**src/rtl/cordic_result_fifo.sv**
```systemverilog
// Result buffer behind the CORDIC core: captures every result beat into a
// first-word-fall-through FIFO and issues credits so the core is never overrun.
module cordic_result_fifo #(
    parameter int TOTAL_WIDTH = 49,
    parameter int DEPTH       = 16,
    parameter int CNT_WIDTH   = $clog2(DEPTH) + 1
) (
    input  logic                   i_clk,
    input  logic                   i_rst,
    input  logic                   i_issue,
    output logic                   o_can_issue,
    input  logic                   i_vld,
    input  logic [TOTAL_WIDTH-1:0] i_data,
    output logic                   o_vld,
    output logic [TOTAL_WIDTH-1:0] o_data,
    input  logic                   i_rdy,
    output logic [CNT_WIDTH-1:0]   o_count,
    output logic [CNT_WIDTH-1:0]   o_inflight,
    output logic                   o_overflow,
    output logic                   o_err
);

    localparam int AW = $clog2(DEPTH);
    localparam logic [CNT_WIDTH-1:0] FULL_CNT   = CNT_WIDTH'(DEPTH);
    localparam logic [CNT_WIDTH:0]   CREDIT_MAX = (CNT_WIDTH + 1)'(DEPTH);

    logic [TOTAL_WIDTH-1:0] r_mem [DEPTH];
    logic [TOTAL_WIDTH-1:0] r_head;
    logic [AW-1:0]          r_wr_ptr;
    logic [AW-1:0]          r_rd_ptr;
    logic [CNT_WIDTH-1:0]   r_count;
    logic [CNT_WIDTH-1:0]   r_inflight;
    logic                   r_overflow;
    logic                   r_err;

    logic                   w_vld;
    logic                   w_rd;
    logic                   w_wr;
    logic                   w_iss;
    logic                   w_ret;
    logic                   w_full;
    logic                   w_can_issue;
    logic [CNT_WIDTH:0]     w_credit_sum;
    logic [AW-1:0]          w_rd_ptr_next;
    logic [AW-1:0]          w_wr_ptr_next;
    logic [CNT_WIDTH-1:0]   w_count_next;
    logic [CNT_WIDTH-1:0]   w_inflight_next;
    logic                   w_overflow_evt;
    logic                   w_err_evt;

    // Event decode; everything is derived from registered state and inputs.
    assign w_vld          = (r_count != '0);
    assign w_full         = (r_count == FULL_CNT);
    assign w_rd           = w_vld & i_rdy;
    assign w_wr           = i_vld & (~w_full | w_rd);
    assign w_ret          = i_vld;
    assign w_credit_sum   = {1'b0, r_count} + {1'b0, r_inflight};
    assign w_can_issue    = (w_credit_sum < CREDIT_MAX);
    assign w_iss          = i_issue & w_can_issue;
    assign w_overflow_evt = i_vld & w_full & ~w_rd;
    assign w_err_evt      = (i_issue & ~w_can_issue) | (w_ret & (r_inflight == '0));

    assign w_rd_ptr_next  = r_rd_ptr + AW'(w_rd);
    assign w_wr_ptr_next  = r_wr_ptr + AW'(w_wr);

    always_comb begin
        w_count_next = r_count;
        case ({w_wr, w_rd})
            2'b10:   w_count_next = r_count + 1'b1;
            2'b01:   w_count_next = r_count - 1'b1;
            default: w_count_next = r_count;
        endcase
    end

    // A return with nothing in flight is a protocol error; the counter saturates at 0.
    always_comb begin
        w_inflight_next = r_inflight;
        case ({w_iss, w_ret})
            2'b10:   w_inflight_next = r_inflight + 1'b1;
            2'b01:   w_inflight_next = (r_inflight != '0) ? r_inflight - 1'b1 : r_inflight;
            default: w_inflight_next = r_inflight;
        endcase
    end

    always_ff @(posedge i_clk) begin
        if (!i_rst && w_wr) begin
            r_mem[r_wr_ptr] <= i_data;
        end
    end

    // Registered read of the next head; bypass covers a write landing on that slot.
    always_ff @(posedge i_clk) begin
        if (i_rst) begin
            r_head <= '0;
        end else if (w_wr && (r_wr_ptr == w_rd_ptr_next)) begin
            r_head <= i_data;
        end else begin
            r_head <= r_mem[w_rd_ptr_next];
        end
    end

    always_ff @(posedge i_clk) begin
        if (i_rst) begin
            r_wr_ptr   <= '0;
            r_rd_ptr   <= '0;
            r_count    <= '0;
            r_inflight <= '0;
            r_overflow <= 1'b0;
            r_err      <= 1'b0;
        end else begin
            r_wr_ptr   <= w_wr_ptr_next;
            r_rd_ptr   <= w_rd_ptr_next;
            r_count    <= w_count_next;
            r_inflight <= w_inflight_next;
            r_overflow <= r_overflow | w_overflow_evt;
            r_err      <= r_err | w_err_evt;
        end
    end

    assign o_vld       = w_vld;
    assign o_data      = w_vld ? r_head : '0;
    assign o_count     = r_count;
    assign o_inflight  = r_inflight;
    assign o_can_issue = w_can_issue;
    assign o_overflow  = r_overflow;
    assign o_err       = r_err;

endmodule

```
**config.mk**
```make
export PLATFORM = sky130hd
export DESIGN_NAME = cordic_result_fifo
export DESIGN_NICKNAME = d
export VERILOG_FILES = /design/src/rtl/cordic_result_fifo.sv
export SDC_FILE = /design/constraint.sdc
export NUM_CORES = 1
export LEC_CHECK = 0
export BUFFER_PORTS_ARGS = -buffer_cell sky130_fd_sc_hd__buf_2
export CAP_MARGIN = 30
export CORE_MARGIN = 3
export CORE_UTILIZATION = 55
export CTS_CLUSTER_SIZE = 20
export DETAILED_ROUTE_END_ITERATION = 8
export MAX_ROUTING_LAYER = met4
export PLACE_DENSITY = 0.72
export SKIP_CTS_REPAIR_TIMING = 1
export SKIP_LAST_GASP = 1
export SLEW_MARGIN = 20
export SYNTH_ARGS = -nofsm -noshare
export SYNTH_HDL_FRONTEND = slang
export SYNTH_SLANG_ARGS = --single-unit
```
**constraint.sdc**
```tcl
create_clock -name i_clk -period 5.3 [get_ports i_clk]
set_input_delay 0.265 -clock i_clk [delete_from_list [all_inputs] [get_ports i_clk]]
set_output_delay 0.265 -clock i_clk [all_outputs]
set_load 0.01 [all_outputs]
```
== Yosys cells after proc, flatten, opt, wreduce, memory -nomap -nowiden ==
Memories as Yosys holds them, arrays and structs flattened. A register that Yosys moved wholly into a read port is not among the register bits.
Index checks and enable logic that the tools add are counted.

* Bits in registers: 20
* Memory bits (writable): 784
* Output and inout bits: 63
* Logic and storage cells: 49
* Memories: 1

* Add/sub/neg operators: 7
* $lt $le $gt $ge: 1
* Eq/ne operators: 6
* Mux-type cells: 6
* Bitwise gates (word level): 14
* Reduce and logical (&&, ||, !) cells: 8

{| class="wikitable"
|+ Memories
! memory !! depth !! bits a word !! rd ports !! clocked after memory_dff !! wr ports !! RTL line !! RTL
|-
| r_mem || 16 || 49 || 1 || 1 || 1 || 27 || <nowiki>logic [TOTAL_WIDTH-1:0] r_mem [DEPTH];</nowiki>
|}

{| class="wikitable"
|+ Operator list
! kind !! count
|-
| 49-bit two-way mux || 1
|-
| 5-bit one-hot mux with 2 select lines || 2
|-
| 5-bit by 1-bit adder with 5-bit output, second input constant || 2
|-
| 5-bit nonzero test || 2
|-
| 5-bit by 1-bit subtractor with 5-bit output, second input constant || 2
|-
| 4-bit by 1-bit adder with 4-bit output || 2
|-
| 1-bit bitwise AND || 7
|-
| 5-bit by 5-bit adder with 6-bit output || 1
|-
| 6-bit by 5-bit less-than comparator with 1-bit output, second input constant || 1
|-
| 5-bit == test, second input constant || 1
|-
| 5-bit logical NOT || 1
|-
| 5-bit two-way mux || 1
|-
| 2-bit by 1-bit == test with 1-bit output, second input constant || 2
|-
| 2-bit == test, second input constant || 2
|-
| 1-bit bitwise OR || 4
|-
| 2-bit nonzero test || 2
|-
| 1-bit NOT || 3
|-
| 1-bit two-way mux || 2
|-
| 2-bit != test, second input constant || 1
|-
| 2-bit AND reduction || 1
|-
| 1-bit logical AND || 1
|-
| 1-bit logical NOT || 1
|}

== Logic depth before layout (Yosys ltp) ==
Gate-level depths: netlist of run 1.

* Word-level depth: 7
* Gate-level depth with buffers: 14
* Mapped depth without buffers: 11

== Least setup slack after synthesis of run 1 ==
Ideal clock, no wire load.

* Kind: register -> register
* Start: register r_count[0] (netlist: o_count[0])
* End: memory r_mem[0][0] (enable)
* Arrival: 4545 ps
* Data required time: 4784 ps
* Slack: 239 ps
* Stages on the path, launching flop included: 5
* Path buffers: 0
* Clock period less this slack: 5061 ps
* Path through: dfxtp_1 nor4_2 a211o_1 or3_1 nor3_1

* Word-level cells in the longest chain between the ends: 7
* Elaborated cells on any way between the ends: 9

{| class="wikitable"
|+ RTL lines
! element !! RTL line !! RTL
|-
| from (decl) || 31 || <nowiki>logic [CNT_WIDTH-1:0] r_count;</nowiki>
|-
| from (signal assigned) || 113 || <nowiki>r_count <= w_count_next;</nowiki>
|-
| 5-bit nonzero test or 5-bit == test (tied branches) || 52, 53 ||
|-
| 1-bit bitwise AND or 1-bit NOT (tied branches) || 54, 55 ||
|-
| 1-bit bitwise OR * || 55 || <nowiki>assign w_wr = i_vld & (~w_full | w_rd);</nowiki>
|-
| 1-bit bitwise AND * || 55 ||
|-
| 1-bit logical AND * || 86 || <nowiki>if (!i_rst && w_wr) begin</nowiki>
|-
| 1-bit two-way mux * || 86 ||
|-
| 1-bit two-way mux (not written as such) * || 87 || <nowiki>r_mem[r_wr_ptr] <= i_data;</nowiki>
|-
| to (decl) || 27 ||
|}

Every way passes the cells marked *; elsewhere a longest branch is shown, timed or not.

== Worst setup path in the final report of run 1 ==
* Start: register r_count[0] (netlist: o_count[0])
* End: register r_head[15], read port of r_mem

* Word-level cells in the longest chain between the ends: 3

{| class="wikitable"
|+ RTL lines
! element !! RTL line !! RTL
|-
| 5-bit nonzero test || 52 || <nowiki>assign w_vld = (r_count != '0);</nowiki>
|-
| 1-bit bitwise AND || 54 || <nowiki>assign w_rd = w_vld & i_rdy;</nowiki>
|-
| 4-bit by 1-bit adder with 4-bit output || 63 || <nowiki>assign w_rd_ptr_next = r_rd_ptr + AW'(w_rd);</nowiki>
|-
| to (decl) || 28 || <nowiki>logic [TOTAL_WIDTH-1:0] r_head;</nowiki>
|}

Every way passes these cells.
A chain may end at the register's enable or synchronous reset.

==> results of run 1 <==
cells by family (layout without fill, tap and decap cells):
logic type	count (synthesis)	in the layout	share of synthesized area, %
DFF	853	853	75.7
other	0	7	0
muxes	199	199	13.5
AOI/OAI and AO/OA	65	65	1.62
adders and majority gates	15	15	0.593
and+or+nand+nor	469	469	6.50
xor gates and xnor gates	13	13	0.433
buffers and inverters	106	328	1.62
area by class of cell:
type                            count  area share [%]
Antenna cell                        7          0.0466
Clock buffer                      123            6.60
Clock inverter                     35            1.10
Inverter                           10          0.0998
Multi-Input combinational cell    761            20.4
Sequential cell                   853            66.3
Tap cell                          773            2.57
Timing Repair Buffer              160            2.93
flip-flops by register name, indices dropped and copies added (netlist names):
register    flops
o_count         5
r_head         49
r_mem         784
o_inflight      5
o_err           1
o_overflow      1
r_rd_ptr        4
r_wr_ptr        4
Yosys cell counts, drive strengths merged, types with 2 or more instances:
cell    count  area share, %
nand3     116            1.8
a32o       34            1.0
o31ai       2          0.046
ha         14           0.53
inv        10           0.11
a21oi      13           0.20
or3         2          0.038
a31oi       3          0.057
dfxtp      69            4.2
mux2        2          0.068
clkbuf     42           0.48
and2        2          0.038
o21ai       3          0.046
nand2b      2          0.038
nor3        8           0.12
and3        4          0.076
nand3b      4          0.091
nor2       30           0.34
mux4      196             13
nor2b      60            1.1
xor2        6           0.16
xnor2       5           0.13
buf        54            1.0
nand2     235            2.7
edfxtp    784             72
power breakdown:
| part | switching [mW] | leakage (nW) | internal, mW | total, mW |
|---|---|---|---|---|
| combinational | 2.78 | 3.30 | 2.90 | 5.67 |
| sequential | 0.141 | 7.63 | 7.60 | 7.74 |
| clock | 2.46 | 1.42 | 3.66 | 6.12 |
| total | 5.38 | 12.4 | 14.2 | 19.5 |
layer usage:
metal | vias to the layer above | global-route usage [%]
met3 | 132 | 4.40
met4 | 0 | 8.42
met2 | 687 | 39.5
met1 | 8880 | 32.0
li1 | 7181 | -
met5 | - | -
stage by stage:
stage	utilization [%]	hold WS [ns]
after floorplan	-	0.364
after global placement	58.5	0.449
after detailed placement	58.5	0.454
after CTS	63.5	-0.0862
after global routing	63.6	0.0129
final	63.6	0.0210
how the worst max path moves through the flow:
stage                                        from                     to  slack (ns)  cells after the start
after global routing      o_count[0]$_SDFFE_PP0P_  r_head[30]$_SDFF_PP0_        1.76                     10
after detailed placement  o_count[0]$_SDFFE_PP0P_  r_head[27]$_SDFF_PP0_        1.91                     10
after global placement    o_count[0]$_SDFFE_PP0P_  r_head[46]$_SDFF_PP0_        2.03                     10
after floorplan           o_count[0]$_SDFFE_PP0P_  r_mem[0][0]$_DFFE_PP_        0.24                      4
final                     o_count[0]$_SDFFE_PP0P_  r_head[15]$_SDFF_PP0_        1.91                      9
after CTS                 o_count[0]$_SDFFE_PP0P_  r_head[15]$_SDFF_PP0_        1.92                      9
==> run metrics, run 1 <==
area of the multi-input gates around 7700 um2; DR pass1 iterations 7; initial core utilization 55.7%; FFs w/ async S/R, synth 0%; number of CTS-inserted buffers 84; wl on met1 28800 um; most common cell after layout, fill and taps aside edfxtp_1; Period minus WS final ~3.4 ns; crit path kind reg -> reg; worst setup margin between 1.5 and 2 ns; Final ANT Viol Nets 0; critical path arrival a little under 4 ns; total negative slack 0 ns; Tot Pwr 19.5 mW; share of layout cells above drive strength 1 a little over a quarter; startpoint types register; Tcrit/Tclk final 64.0%; worst hold stages 1; CP bufs+invs 1; Max FO, Critical Path 25; hold path endpoint r_mem[9][8]$_DFFE_PP_; Top Layer Used met4; vias in the first global route about 17000; syn nets approximately 1800; Max VDD drop about 0.70 mV; Die X roughly 250 um; reg-to-reg slack, setup ~1.9 ns; H-tree depth 3; status finished clean; first-pass GRT wire length between 100000 and 150000 um; fillers around 4000; Worst Setup End Kind register; DRC 0; unrepaired setup endpoints after global routing no; Post-Route WL around 73000 um; hold path start i_data[8]; synthesized flop and latch total approximately 850; WL per Instance approximately 27 um; clock transition at the registers of the reported paths roughly 0.06 ns; cell depth of the worst flop-to-flop path 9; area of the core 59100 um2; final setup fails 0; via count 16900; largest net degree at the start of global routing approximately 140; Design Area, Final approximately 38000 um2; RePlAce Congestion between 0.7 and 0.8; fmax 0.295 GHz; Initial DRC Count 1684; Mapped Area 32900 um2; number of I/O port buffers approximately 120; placed cell area 34600 um2; slowest stage cell, crit path and4bb_2; CP required a little under 6 ns; Cell variety after synth 49; Lkg Pwr between 10 and 15 nW; Synth warnings 0; PwrDens ~520 nW/um2; most frequent cells in the layout edfxtp_1 (784), nand2_1 (235), mux4_2 (196); most used cell, CP ha_4; CTS Buffer Depth 3; clock sink count ~850; met2 wire length 37200 um; final slew viol count 0; Register Area 24900 um2; Post-synth top flop edfxtp_1; post-synthesis sequential area ratio around three quarters; EDFF count, synth slightly below 800; critical-path cell list nor4_2 > nor2b_4 > nor2b_1 > ha_4 > ha_4 > xor3_1 > and4bb_2 > buf_12 > a32o_1; io pins ~120; final hold vios 0; synthesized instance count 1720; Max stage delay on crit path 0.94 ns; final net count a little under 2000; antenna violations before repair 8; cell row count between 80 and 90; die height 251 um; final std cells w/o fill ~2700; mean post-synth cell area 19.1 um2; Hold Crit Class in -> reg; CTS root buf clkbuf_16; FF-to-FF Start o_count[0]$_SDFFE_PP0P_; measured slew at the worst slew-check pin 1.02 ns; GRT Util Overall between 20 and 25%; area grow syn2layout 14.3%; worst slack, placed between 1.5 and 2 ns; gr ovfl total 0; relative slew slack between 30% and 40%; die area ~63000 um2; Setup Skew 0.0202 ns; vias per cell roughly 6.2; placed instance count 2552; worst reg2reg endpoint r_head[15]$_SDFF_PP0_; Clock Latency Late Sink 0.62 ns; TritonCTS clock tree done; Post-DP HPWL about 36000 um; max_cap viols 0; Routed met3 length 5420 um; CP top delay family simple AND/OR/NAND/NOR gates
Power figures use the tool's default switching activity.
==> inputs of run 2 (changes only) <==
--- a/config.mk
+++ b/config.mk
@@ -8,11 +8,11 @@
 export BUFFER_PORTS_ARGS = -buffer_cell sky130_fd_sc_hd__buf_2
 export CAP_MARGIN = 30
 export CORE_MARGIN = 3
-export CORE_UTILIZATION = 55
+export CORE_UTILIZATION = 61
 export CTS_CLUSTER_SIZE = 20
 export DETAILED_ROUTE_END_ITERATION = 8
 export MAX_ROUTING_LAYER = met4
-export PLACE_DENSITY = 0.72
+export PLACE_DENSITY = 0.76
 export SKIP_CTS_REPAIR_TIMING = 1
 export SKIP_LAST_GASP = 1
 export SLEW_MARGIN = 20
==> constraint.sdc (replaced) <==
create_clock -name i_clk -period 3.3 [get_ports i_clk]
set_input_delay 0.165 -clock i_clk [delete_from_list [all_inputs] [get_ports i_clk]]
set_output_delay 0.165 -clock i_clk [all_outputs]
set_load 0.01 [all_outputs]
==> run 2 against run 1 <==
Against the previous run: sequential share of layout area shrank 1.0 points; maximum frequency up 9.0%; critical path depth rose by 3; die area fell by 9.6%; clock-buffer cell count fell by 13; routed wire length grew 4.3%; combinational power increased by 68%; global-route usage is 3.7 points higher; setup slack lost 1.7 ns; total power rose by 62%; clock power rose by 57%; largest power group unchanged.
==> run metrics, run 2 (synthesis gave the netlist of run 1 again) <==
Lkg Pwr 12.6 nW (was 12.4 nW); RePlAce Congestion 0.793 (was 0.792); die area 56800 um2 (was 62800 um2); measured slew at the worst slew-check pin 0.736 ns (was 1.02 ns); most common cell after layout, fill and taps aside edfxtp_1 (unchanged); final net count 2009 (was 1939); worst slack, placed 0.191 ns (was 1.91 ns); worst setup margin 0.188 ns (was 1.91 ns); largest net degree at the start of global routing 91 (was 136); area grow syn2layout 16.1% (was 14.3%); vias in the first global route 17700 (was 17400); Design Area, Final 38200 um2 (was 37600 um2); number of flip-flops in the largest register 784 (unchanged); placed cell area 34900 um2 (was 34600 um2); Tot Pwr 31.6 mW (was 19.5 mW); Post-DP HPWL 37900 um (was 36000 um); largest registers r_mem x784, r_head x49 (unchanged); Tcrit/Tclk final 94.3% (was 64.0%); hold path endpoint o_inflight[1]$_SDFFE_PP0P_ (was r_mem[9][8]$_DFFE_PP_); Final ANT Viol Nets 0 (unchanged); hold path start i_rst (was i_data[8]); critical path arrival 3.63 ns (was 3.94 ns); Register Area 24900 um2 (unchanged); io pins 117 (unchanged); final hold vios 0 (unchanged); fillers 3086 (was 3957); final std cells w/o fill 2700 (was 2722); Clock Latency Late Sink 0.63 ns (was 0.62 ns); initial core utilization 62.1% (was 55.7%); GRT Util Overall 28.2% (was 24.5%); Top reg by flops r_mem (unchanged); status finished clean (unchanged); FF-to-FF Start o_count[0]$_SDFFE_PP0P_ (unchanged); area of the core 53000 um2 (was 59100 um2); Hold Crit Class in -> reg (unchanged); max_cap viols 0 (unchanged); CP required 3.82 ns (was 5.85 ns); unrepaired setup endpoints after global routing no (unchanged); reg-to-reg slack, setup 0.19 ns (was 1.91 ns); antenna violations before repair 3 (was 8); crit path kind reg -> reg (unchanged); vias per cell 6.51 (was 6.20); H-tree depth 3 (unchanged); clock transition at the registers of the reported paths 0.06 ns (about the same); DR pass1 iterations 6 (was 7); worst hold stages 3 (was 1); share of layout cells above drive strength 1 26.1% (was 26.6%); final slew viol count 0 (unchanged); cell row count 84 (was 89); Post-Route WL 76400 um (was 73300 um); Setup Skew 0.0233 ns (was 0.0202 ns); clock sink count 853 (unchanged); via count 17600 (was 16900); Crit. Startpoint o_count[0]$_SDFFE_PP0P_ (unchanged); DRC 0 (unchanged); placed instance count 2489 (was 2552); Period minus WS final 3.11 ns (was 3.39 ns); number of I/O port buffers 116 (unchanged); first-pass GRT wire length 113000 um (was 110000 um); worst reg2reg endpoint r_head[33]$_SDFF_PP0_ (was r_head[15]$_SDFF_PP0_); Worst Setup End Kind register (unchanged); gr ovfl total 0 (unchanged); Initial DRC Count 2280 (was 1684); startpoint types register (unchanged); area of the multi-input gates 7700 um2 (was 7670 um2); TritonCTS clock tree done (unchanged); final setup fails 0 (unchanged); Max VDD drop 0.531 mV (was 0.703 mV); cell depth of the worst flop-to-flop path 12 (was 9); CTS Buffer Depth 3 (unchanged); Die X 238 um (was 251 um); die height 238 um (was 251 um); CTS root buf clkbuf_16 (unchanged); Max FO, Critical Path 31 (was 25); relative slew slack 51.0% (was 31.8%); most frequent cells in the layout edfxtp_1 (784), nand2_1 (235), mux4_2 (196) (unchanged); number of CTS-inserted buffers 83 (was 84); WL per Instance 28.3 um (was 26.9 um); fmax 0.321 GHz (was 0.295 GHz); PwrDens 827 nW/um2 (was 520 nW/um2)
[run 2: how the worst max path moves through the flow]
stage	end	slack [ns]	cells after the start
floorplan	r_mem[8][0]$_DFFE_PP_	-0.45	4
global placement	r_head[16]$_SDFF_PP0_	0.27	11
detailed placement	r_head[9]$_SDFF_PP0_	0.19	10
CTS	r_head[33]$_SDFF_PP0_	0.12	12
global route	r_head[16]$_SDFF_PP0_	0.05	11
finish	r_head[33]$_SDFF_PP0_	0.19	12
[run 2: where the power goes]
group          switching [mW]  internal (mW)
Combinational            4.58           4.94
Clock                    3.96           5.67
Sequential              0.262           12.2
[run 2: metal layers]
metal  vias to the layer above  GRT usage [%]  wire length [um]
met5                         -              -                 0
met4                         0           10.6              2500
met3                       182           5.79              6730
met2                      1002           43.9             38300
met1                      9085           37.8             28900
li1                       7308              -                 -
[run 2: cell type report]
class | count | share of cell area, %
sequential | 853 | 65.2
tap | 688 | 2.25
clock buffer | 110 | 5.97
antenna | 3 | 0.0196
timing repair buffer | 231 | 4.95
inverter | 10 | 0.0982
multi-input combinational | 761 | 20.2
clock inverter | 44 | 1.34
[run 2: metrics by stage]
| stage | hold slack, ns | util (%) | TNS, ns |
|---|---|---|---|
| floorplan | 0.264 | - | -216.26 |
| global placement | 0.439 | 65.8 | 0 |
| detailed placement | 0.448 | 65.8 | 0 |
| CTS | -0.219 | 71.1 | 0 |
| global route | 0.417 | 72.1 | 0 |
| finish | 0.415 | 72.1 | 0 |
[run 2: critical path, cell delays in order, from the launching register on]
cell and delay, ns:
dfxtp_1 0.39, nor4_4 0.37, nor2b_4 0.21, nor2b_1 0.09
ha_4 0.18, ha_4 0.30, buf_4 0.22, buf_4 0.47
mux4_2 0.41, nand2_1 0.09, nand3_1 0.09, nand3_1 0.12
nand2_1 0.06
